`src/rtl/opl_timer_bank.sv`:
```
// Bank of independent up-counting interval timers with per-channel prescale,
// sticky overflow flags and a shared IRQ built from those flags.
module opl_timer_bank #(
    parameter int unsigned                  NUM_TIMERS = 2,
    parameter int unsigned                  WIDTH      = 8,
    parameter logic [NUM_TIMERS*16-1:0]     PRESCALE   = {16'd1144, 16'd286}
) (
    input  logic                            clk,
    input  logic                            reset_n,
    input  logic                            clk_en,
    input  logic [NUM_TIMERS*WIDTH-1:0]     init,
    input  logic [NUM_TIMERS-1:0]           start,
    input  logic [NUM_TIMERS-1:0]           mask,
    input  logic                            irq_reset,
    output logic [NUM_TIMERS-1:0]           overflow,
    output logic [NUM_TIMERS-1:0]           flag,
    output logic                            irq
);

    logic [NUM_TIMERS-1:0] start_q;
    logic [WIDTH-1:0]      counter_q [NUM_TIMERS];
    logic [WIDTH-1:0]      counter_d [NUM_TIMERS];
    logic [15:0]           presc_q   [NUM_TIMERS];
    logic [15:0]           presc_d   [NUM_TIMERS];
    logic [NUM_TIMERS-1:0] ovf_q, ovf_d;
    logic [NUM_TIMERS-1:0] flag_q, flag_d;

    always_comb begin
        for (int i = 0; i < NUM_TIMERS; i++) begin
            counter_d[i] = counter_q[i];
            presc_d[i]   = presc_q[i];
            ovf_d[i]     = 1'b0;
            // A rising start always reloads, so a stopped timer restarts rather than resumes.
            if (start[i] && !start_q[i]) begin
                counter_d[i] = init[i*WIDTH +: WIDTH];
                presc_d[i]   = PRESCALE[i*16 +: 16] - 16'd1;
            end else if (start[i] && clk_en) begin
                if (presc_q[i] == 16'd0) begin
                    presc_d[i] = PRESCALE[i*16 +: 16] - 16'd1;
                    if (counter_q[i] == {WIDTH{1'b1}}) begin
                        counter_d[i] = init[i*WIDTH +: WIDTH];
                        ovf_d[i]     = 1'b1;
                    end else begin
                        counter_d[i] = counter_q[i] + 1'b1;
                    end
                end else begin
                    presc_d[i] = presc_q[i] - 16'd1;
                end
            end
            // Setting by an unmasked overflow wins over a simultaneous clear.
            flag_d[i] = (ovf_d[i] & ~mask[i]) | (flag_q[i] & ~irq_reset);
        end
    end

    always_ff @(posedge clk or negedge reset_n) begin
        if (!reset_n) begin
            start_q <= '0;
            ovf_q   <= '0;
            flag_q  <= '0;
            for (int i = 0; i < NUM_TIMERS; i++) begin
                counter_q[i] <= '0;
                presc_q[i]   <= PRESCALE[i*16 +: 16] - 16'd1;
            end
        end else begin
            start_q <= start;
            ovf_q   <= ovf_d;
            flag_q  <= flag_d;
            for (int i = 0; i < NUM_TIMERS; i++) begin
                counter_q[i] <= counter_d[i];
                presc_q[i]   <= presc_d[i];
            end
        end
    end

    assign overflow = ovf_q;
    assign flag     = flag_q;
    assign irq      = |flag_q;

endmodule

```
`config.mk`:
```
export PLATFORM = sky130hd
export DESIGN_NAME = opl_timer_bank
export DESIGN_NICKNAME = d
export VERILOG_FILES = /design/src/rtl/opl_timer_bank.sv
export SDC_FILE = /design/constraint.sdc
export NUM_CORES = 1
export LEC_CHECK = 0
export ABC_AREA = 0
export ABC_CLOCK_PERIOD_IN_PS = 3300
export BUFFER_PORTS_ARGS = -buffer_cell sky130_fd_sc_hd__buf_2
export CAP_MARGIN = 25
export CORE_MARGIN = 2
export CORE_UTILIZATION = 55
export CTS_BUF_LIST = sky130_fd_sc_hd__clkbuf_16
export DETAILED_ROUTE_END_ITERATION = 6
export PLACE_DENSITY = 0.74
export SYNTH_ARGS = -nofsm -noshare
export SYNTH_HDL_FRONTEND = slang
export SYNTH_SLANG_ARGS = --single-unit
```
`constraint.sdc`:
```
create_clock -name clk -period 3.3 [get_ports clk]
set_input_delay 0.165 -clock clk [delete_from_list [all_inputs] [get_ports clk]]
set_output_delay 0.165 -clock clk [all_outputs]
set_load 0.01 [all_outputs]
```
==> results.yml, run 1 <==
sta:
  period_share_pct: 78.2
  worst_pin_slew_ps: 800
  setup_slack_ps: 720
  fin_skew_ps: 4.36
  final-hold-violation-count: 0
  tns_ps: 0
  report.final.setup_viol: 0
  slew_headroom_pct: 46.0
  finalCriticalPeriod_ps: 2580
  slew_violations: 0
  rsz0062_at_grt: "no"
  hold_ws_ps: 65.4
  fmax_mhz: 388
placed_design:
  gp_congestion: 0.806
  place_area_sq_um: 3130
  dp_slack_ps: 753
  dp_cells: 400
  hpwl_um: 4200
  io_buffers: 28
layout:
  nFillCells: 432
  nNetsFinal: 367
  area_growth_pct: 13.2
  fin_util_pct: 64.6
  layout_common_cells: "dfrtp_1 (42), nand2_1 (28), buf_2 (28), nor2_1 (22), a21oi_1 (20)"
  seq_area_sq_um: 1370
  multi_input_area_sq_um: 1470
  drive_gt1_share_pct: 17.1
  fin_cells: 409
  fin_area_sq_um: 3300
  final_common_cell: "dfrtp_1"
  antenna_cells: 0
global_routing:
  grt_usage_pct: 21.5
  gr-total-overflow: 0
  antenna_found_initial: 0
  grt_pass1_wl_um: 10600
  grt_max_degree: 31
  first_global_vias: 2324
synthesis:
  synth-simple-area-share_pct: 25.8
  synth_seq_area_share_pct: 46.9
  ys_ff_latch: 54
  yosysTopAreaCellShare_pct: 36.1
  synthAdderAreaFrac_pct: 2.15
  ys_warn_count: 0
  netlist_area_sq_um: 2910
  synth_xor_area_share_pct: 7.21
  yosysTopAreaCell: "dfrtp_1"
  netlist_instances: 308
  synth_top_family_by_area: "simple AND/OR/NAND/NOR gates"
  synth_cell_types: 50
  syn_avg_cell_area_sq_um: 9.46
  synth_compound_area_share_pct: 13.6
  synth_mux_area_share_pct: 1.76
  syn_nets: 337
  yosys-top-cells-area: "dfrtp_1 (36%), dfstp_2 (11%), xnor2_1 (4.8%)"
drt:
  drtPass1Iterations: 4
  routedWlPerCell_um: 14.3
  vias_per_cell: 5.80
  final_antenna_net_count: 0
  via_count: 2373
  route.detailed.drc: 0
  drtIter0Drc: 130
  wl_um: 5850
power:
  powerDensity_nw_per_um2: 485
  pwr-share-clk_pct: 35.9
  p_total_mw: 1.60
  max-vdd-ir-drop_v: 0.000262
  p_comb_share_pct: 13.7
  p_leak_nw: 1.40
  p_int_mw: 1.18
  power.share.sequential_pct: 50.4
  switching_share_pct: 26.0
  power_switching_mw: 0.416
clocking:
  clock_sinks: 54
  clkTransAtPathRegs_ps: 70
  clk_latency_ps: 290
  root_buffer: "clkbuf_16"
  cts_made_buffers: 5
  cts_tree: "yes"
  cts_setup_buffers: 0
  htree_levels: 2
  clockBufferDepth: 2
worst_setup_path:
  cp_data_arrival_time_ps: 2790
  crit_type: "reg2reg"
  cp-end-kind: "register"
  reg2reg_from: "presc_q[12]"
  cp-start-kind: "register"
  rrSetupSlack_ps: 720
  reg2regPathDepth: 5
  cp.required_ps: 3510
  worstPathMaxFanout: 16
  cp-startpoint: "presc_q[12]"
  reg2reg_to: "counter_q[0]"
  endpoint: "counter_q[0]"
flow_run:
  maxCapViolCount: 0
floorplan:
  start_util_pct: 57.1
  fp.dieArea_sq_um: 5900
  core-area_sq_um: 5110
  io_pins: 29
  die_y_um: 76.8
  fp.dieW_um: 76.8
  rows: 26
run_status:
  outcome: "complete, no violations"
min_path:
  min_path_type: "in2reg"
synth_stat cells, drive strengths merged:
library cell	instances
dfrtp	42
o2111a	1
nor3	17
mux2	1
xor2	8
a41oi	2
and3	5
or4	3
o211ai	4
and2	1
o31a	2
buf	4
nand4b	1
o21ai	18
nand2	28
nor2	22
ha	5
xnor2	16
a221o	1
nor4	6
nand3	19
a211o	1
mux2i	4
nor2b	6
and4	4
nand4	8
a32o	1
a21o	1
dfstp	12
a2bb2oi	1
o2bb2ai	1
o22ai	4
nand3b	1
a22oi	1
or4b	2
o31ai	3
or3	12
nand2b	5
a21oi	20
inv	10
clkbuf	5
final cells by class:
cell class / count / share of cell area, %
multi-input cells: 235 / 44.6
flip-flops and latches: 54 / 41.4
repair buffers: 32 / 5.24
clock buffers: 5 / 3.79
well taps: 70 / 2.66
clock inverters: 3 / 1.14
inverters: 10 / 1.14
layer usage:
layer | routed length (um) | vias to the layer above | track usage, % | part of all wire (%)
met5 | 0 | - | 0 | 0
met4 | 42 | 0 | 5.45 | 0.72
met3 | 195 | 4 | 3.88 | 3.3
met2 | 2720 | 40 | 35.3 | 46
met1 | 2890 | 1151 | 29.6 | 49
li1 | - | 1178 | - | -
kinds of logic after synthesis:
group,after synthesis
xor gates and xnor gates,24
muxes,5
DFF,54
AOI/OAI and AO/OA,61
and+or+nand+nor,140
adders and majority gates,5
buffers and inverters,19
worst max-delay path: stages, from the launching register on:
cell and delay, ps:
dfrtp_1 410, or4_4 520, or4b_4 590, o31ai_4 640, o21ai_0 190, o21ai_1 150
power groups by stage:
stage | sequential, mW | clock [mW] | combinational (mW)
after global routing | 0.816 | 0.616 | 0.257
after global placement | 0.813 | 0 | 0.209
final | 0.806 | 0.574 | 0.219
after floorplan | 0.793 | 0 | 0.158
after detailed placement | 0.816 | 0 | 0.217
after CTS | 0.804 | 0.586 | 0.220
flip-flops by register name (all words and copies together) (netlist names):
name / cells
overflow: 2
presc_q: 32
flag: 2
counter_q: 16
start_q: 2
timing repair:
item,in CTS,in global routing
hold buffers,1,0
gates resized for setup,0,0
endpoints found under the hold margin,23,0
how the worst min path moves through the flow:
stage	slack, ps	cells past startpoint	endpoint	startpoint
3_3_place_gp	240	1	counter_q[3]	reset_n
4_1_cts	60	2	flag[0]	mask[0]
2_1_floorplan	-130	0	counter_q[0]	reset_n
5_1_grt	60	2	flag[0]	mask[0]
6_report	70	2	flag[0]	mask[0]
3_5_place_dp	240	1	counter_q[3]	reset_n
(Power assumes the default switching activity.)
==> run 2, diff against run 1 <==
- ABC_AREA: 0 -> 1
- ABC_CLOCK_PERIOD_IN_PS: 3300 -> 2400
- PLACE_DENSITY: 0.74 -> 0.73
- clock period: 3.3 -> 2.4 ns (I/O delays scaled with it)
==> run 2 against run 1 <==
Against the previous run: first-iteration DRC count up 29%; synthesized cell count up 59%; core utilization down 0.79 points; clock power up 46%; register-to-register slack about the same; area after synthesis up 18%; sequential share of layout area down 5.7 points; die area up 17%; via count up 27%; maximum frequency up 53%.
==> results.yml, run 2 <==
drt:
  via_count: 3009
  wl_um: 7070
  drtPass1Iterations: 4
  final_antenna_net_count: 0
  route.detailed.drc: 0
  routedWlPerCell_um: 11.8
  vias_per_cell: 5.01
  drtIter0Drc: 168
synthesis:
  syn_nets: 520
  syn_avg_cell_area_sq_um: 6.99
  yosysTopAreaCellShare_pct: 30.6
  ys_ff_latch: 54
  synth_cell_types: 32
  synthArstFlopShare_pct: 100
  yosysMostFrequentCell: "nand2_1"
  netlist_instances: 491
  synth_edf_count: 0
  yosys-top-cells-area: "dfrtp_1 (31%), nand2_1 (18%), dfstp_2 (9.2%)"
  ys_warn_count: 0
  synth_ff_type: "dfrtp_1"
  netlist_area_sq_um: 3430
  synth_seq_area_share_pct: 39.8
  yosysTopAreaCell: "dfrtp_1"
  yosys-top-cells-count: "nand2_1 (164), nor2_1 (72), inv_1 (64)"
placed_design:
  gp_congestion: 0.905
  io_buffers: 28
  dp_cells: 590
  hpwl_um: 5180
  place_area_sq_um: 3620
sta:
  finalCriticalPeriod_ps: 1690
  tns_ps: 0
  rsz0062_at_grt: "no"
  fmax_mhz: 593
  slew_violations: 0
  final-hold-violation-count: 0
  fin_skew_ps: 8.99
  worst_pin_slew_ps: 585
  slew_headroom_pct: 61.0
  report.final.setup_viol: 0
  hold_ws_ps: 78.3
  period_share_pct: 70.3
clocking:
  clk_latency_ps: 300
  cts_made_buffers: 5
  clkTransAtPathRegs_ps: 70
  cts_tree: "yes"
  clock_sinks: 54
  clockBufferDepth: 2
  htree_levels: 2
  root_buffer: "clkbuf_16"
worst_setup_path:
  cp-startpoint: "presc_q[0]"
  reg2regPathDepth: 10
  reg2reg_from: "presc_q[0]"
  path_common_cell: "nand2_1"
  rrSetupSlack_ps: 710
  crit_path_cell_trace: "inv_1 -> ha_1 -> nand2_1 -> inv_1 -> nand2_1 -> nor2_1 -> nand3_1 -> nand2_2 -> nand2_1 -> nand2_1"
  reg2reg_to: "counter_q[3]"
  crit_type: "reg2reg"
  cp_data_arrival_time_ps: 1870
  slowest_stage: "dfstp_2"
  worstPathMaxFanout: 16
  cp_slowest_stage_delay_ps: 530
  cp-start-kind: "register"
  cp.required_ps: 2580
  cp-end-kind: "register"
global_routing:
  gr-total-overflow: 0
  antenna_found_initial: 0
  first_global_vias: 2881
  grt_pass1_wl_um: 12700
  grt_usage_pct: 22.1
  grt_max_degree: 27
min_path:
  worstHoldStart: "irq_reset"
  min_path_type: "in2reg"
  hold_end: "flag[1]"
  hold_path_depth: 4
floorplan:
  die_y_um: 83.0
  fp.dieW_um: 83.0
  start_util_pct: 57.3
  rows: 28
  core-area_sq_um: 5990
  io_pins: 29
  fp.dieArea_sq_um: 6890
layout:
  nNetsFinal: 554
  reg_top3: "presc_q: 32 flops, counter_q: 16 flops"
  antenna_cells: 0
  final_common_cell: "nand2_1"
  nFillCells: 565
  regMostFlops: "presc_q"
  largest_reg_flops: 32
  area_growth_pct: 11.3
  drive_gt1_share_pct: 16.0
  layout_common_cells: "nand2_1 (164), nor2_1 (72), inv_1 (64), nand3_1 (42), dfrtp_1 (42)"
  fin_cells: 601
  seq_area_sq_um: 1370
  fin_area_sq_um: 3820
  multi_input_area_sq_um: 1760
power:
  p_total_mw: 3.09
  p_leak_nw: 2.08
  max-vdd-ir-drop_v: 0.000415
  powerDensity_nw_per_um2: 807
flow_run:
  maxCapViolCount: 0
run_status:
  outcome: "complete, no violations"
[run 2: cell types whose count changed in the layout (fill, tap and decap cells not counted), sizes merged, moves of 9 or more]
cell   before  now
nand2      28  183
inv        11   66
nor2       22   76
nand3      19   43
a21oi      20    2
or3        12    0
xnor2      16    4
nor3       17    8
[run 2: layout make-up]
class / count / area share [%]
multi-input combinational: 366 / 46.1
sequential: 54 / 35.8
inverter: 65 / 6.39
timing repair buffer: 33 / 4.85
clock buffer: 5 / 3.27
tap: 75 / 2.46
clock inverter: 3 / 1.15
[run 2: how the worst max path moves through the flow]
stage,to,slack (ps),depth (start not counted)
finish,counter_q[3],710,10
global route,counter_q[3],550,10
CTS,counter_q[3],690,10
detailed placement,counter_q[3],710,10
global placement,presc_q[25],790,9
floorplan,counter_q[6],860,11
[run 2: cells by family after synthesis]
kind of cell / share of synthesized area (%)
fa+ha+maj: 1.82
xor+xnor: 2.81
flops: 39.8
buf+inv: 8.86
compound gates: 4.19
simple gates: 42.5
[run 2: layer usage]
metal	share of wire (%)	vias up	track usage (%)
met4	1.6	0	7.30
met3	2.9	10	2.88
met1	46	1356	27.3
li1	-	1589	-
met2	49	54	39.9
met5	0	-	0
[run 2: through the flow]
step           setup slack [ps]  utilization (%)
5_1_grt                     553             63.8
4_1_cts                     693             63.8
3_5_place_dp                714             60.5
2_1_floorplan               858                -
3_3_place_gp                786             60.5
6_report                    713             63.8
[run 2: report_power, final]
part | total, mW | internal [mW] | switching (mW)
clock | 0.836 | 0.495 | 0.341
sequential | 1.36 | 1.14 | 0.216
combinational | 0.891 | 0.349 | 0.542
[run 2: critical path, delay by kind of cell (launching register included)]
kind	cells	cell delay, ps
adders and majority gates	1	220
DFF	1	530
buffers and inverters	2	110
and+or+nand+nor	7	720
[run 2: repair_timing]
item,in CTS,in global routing
hold endpoints to repair,19,0
buffers inserted,0,0
hold buffers,3,0
gates resized for setup,0,0
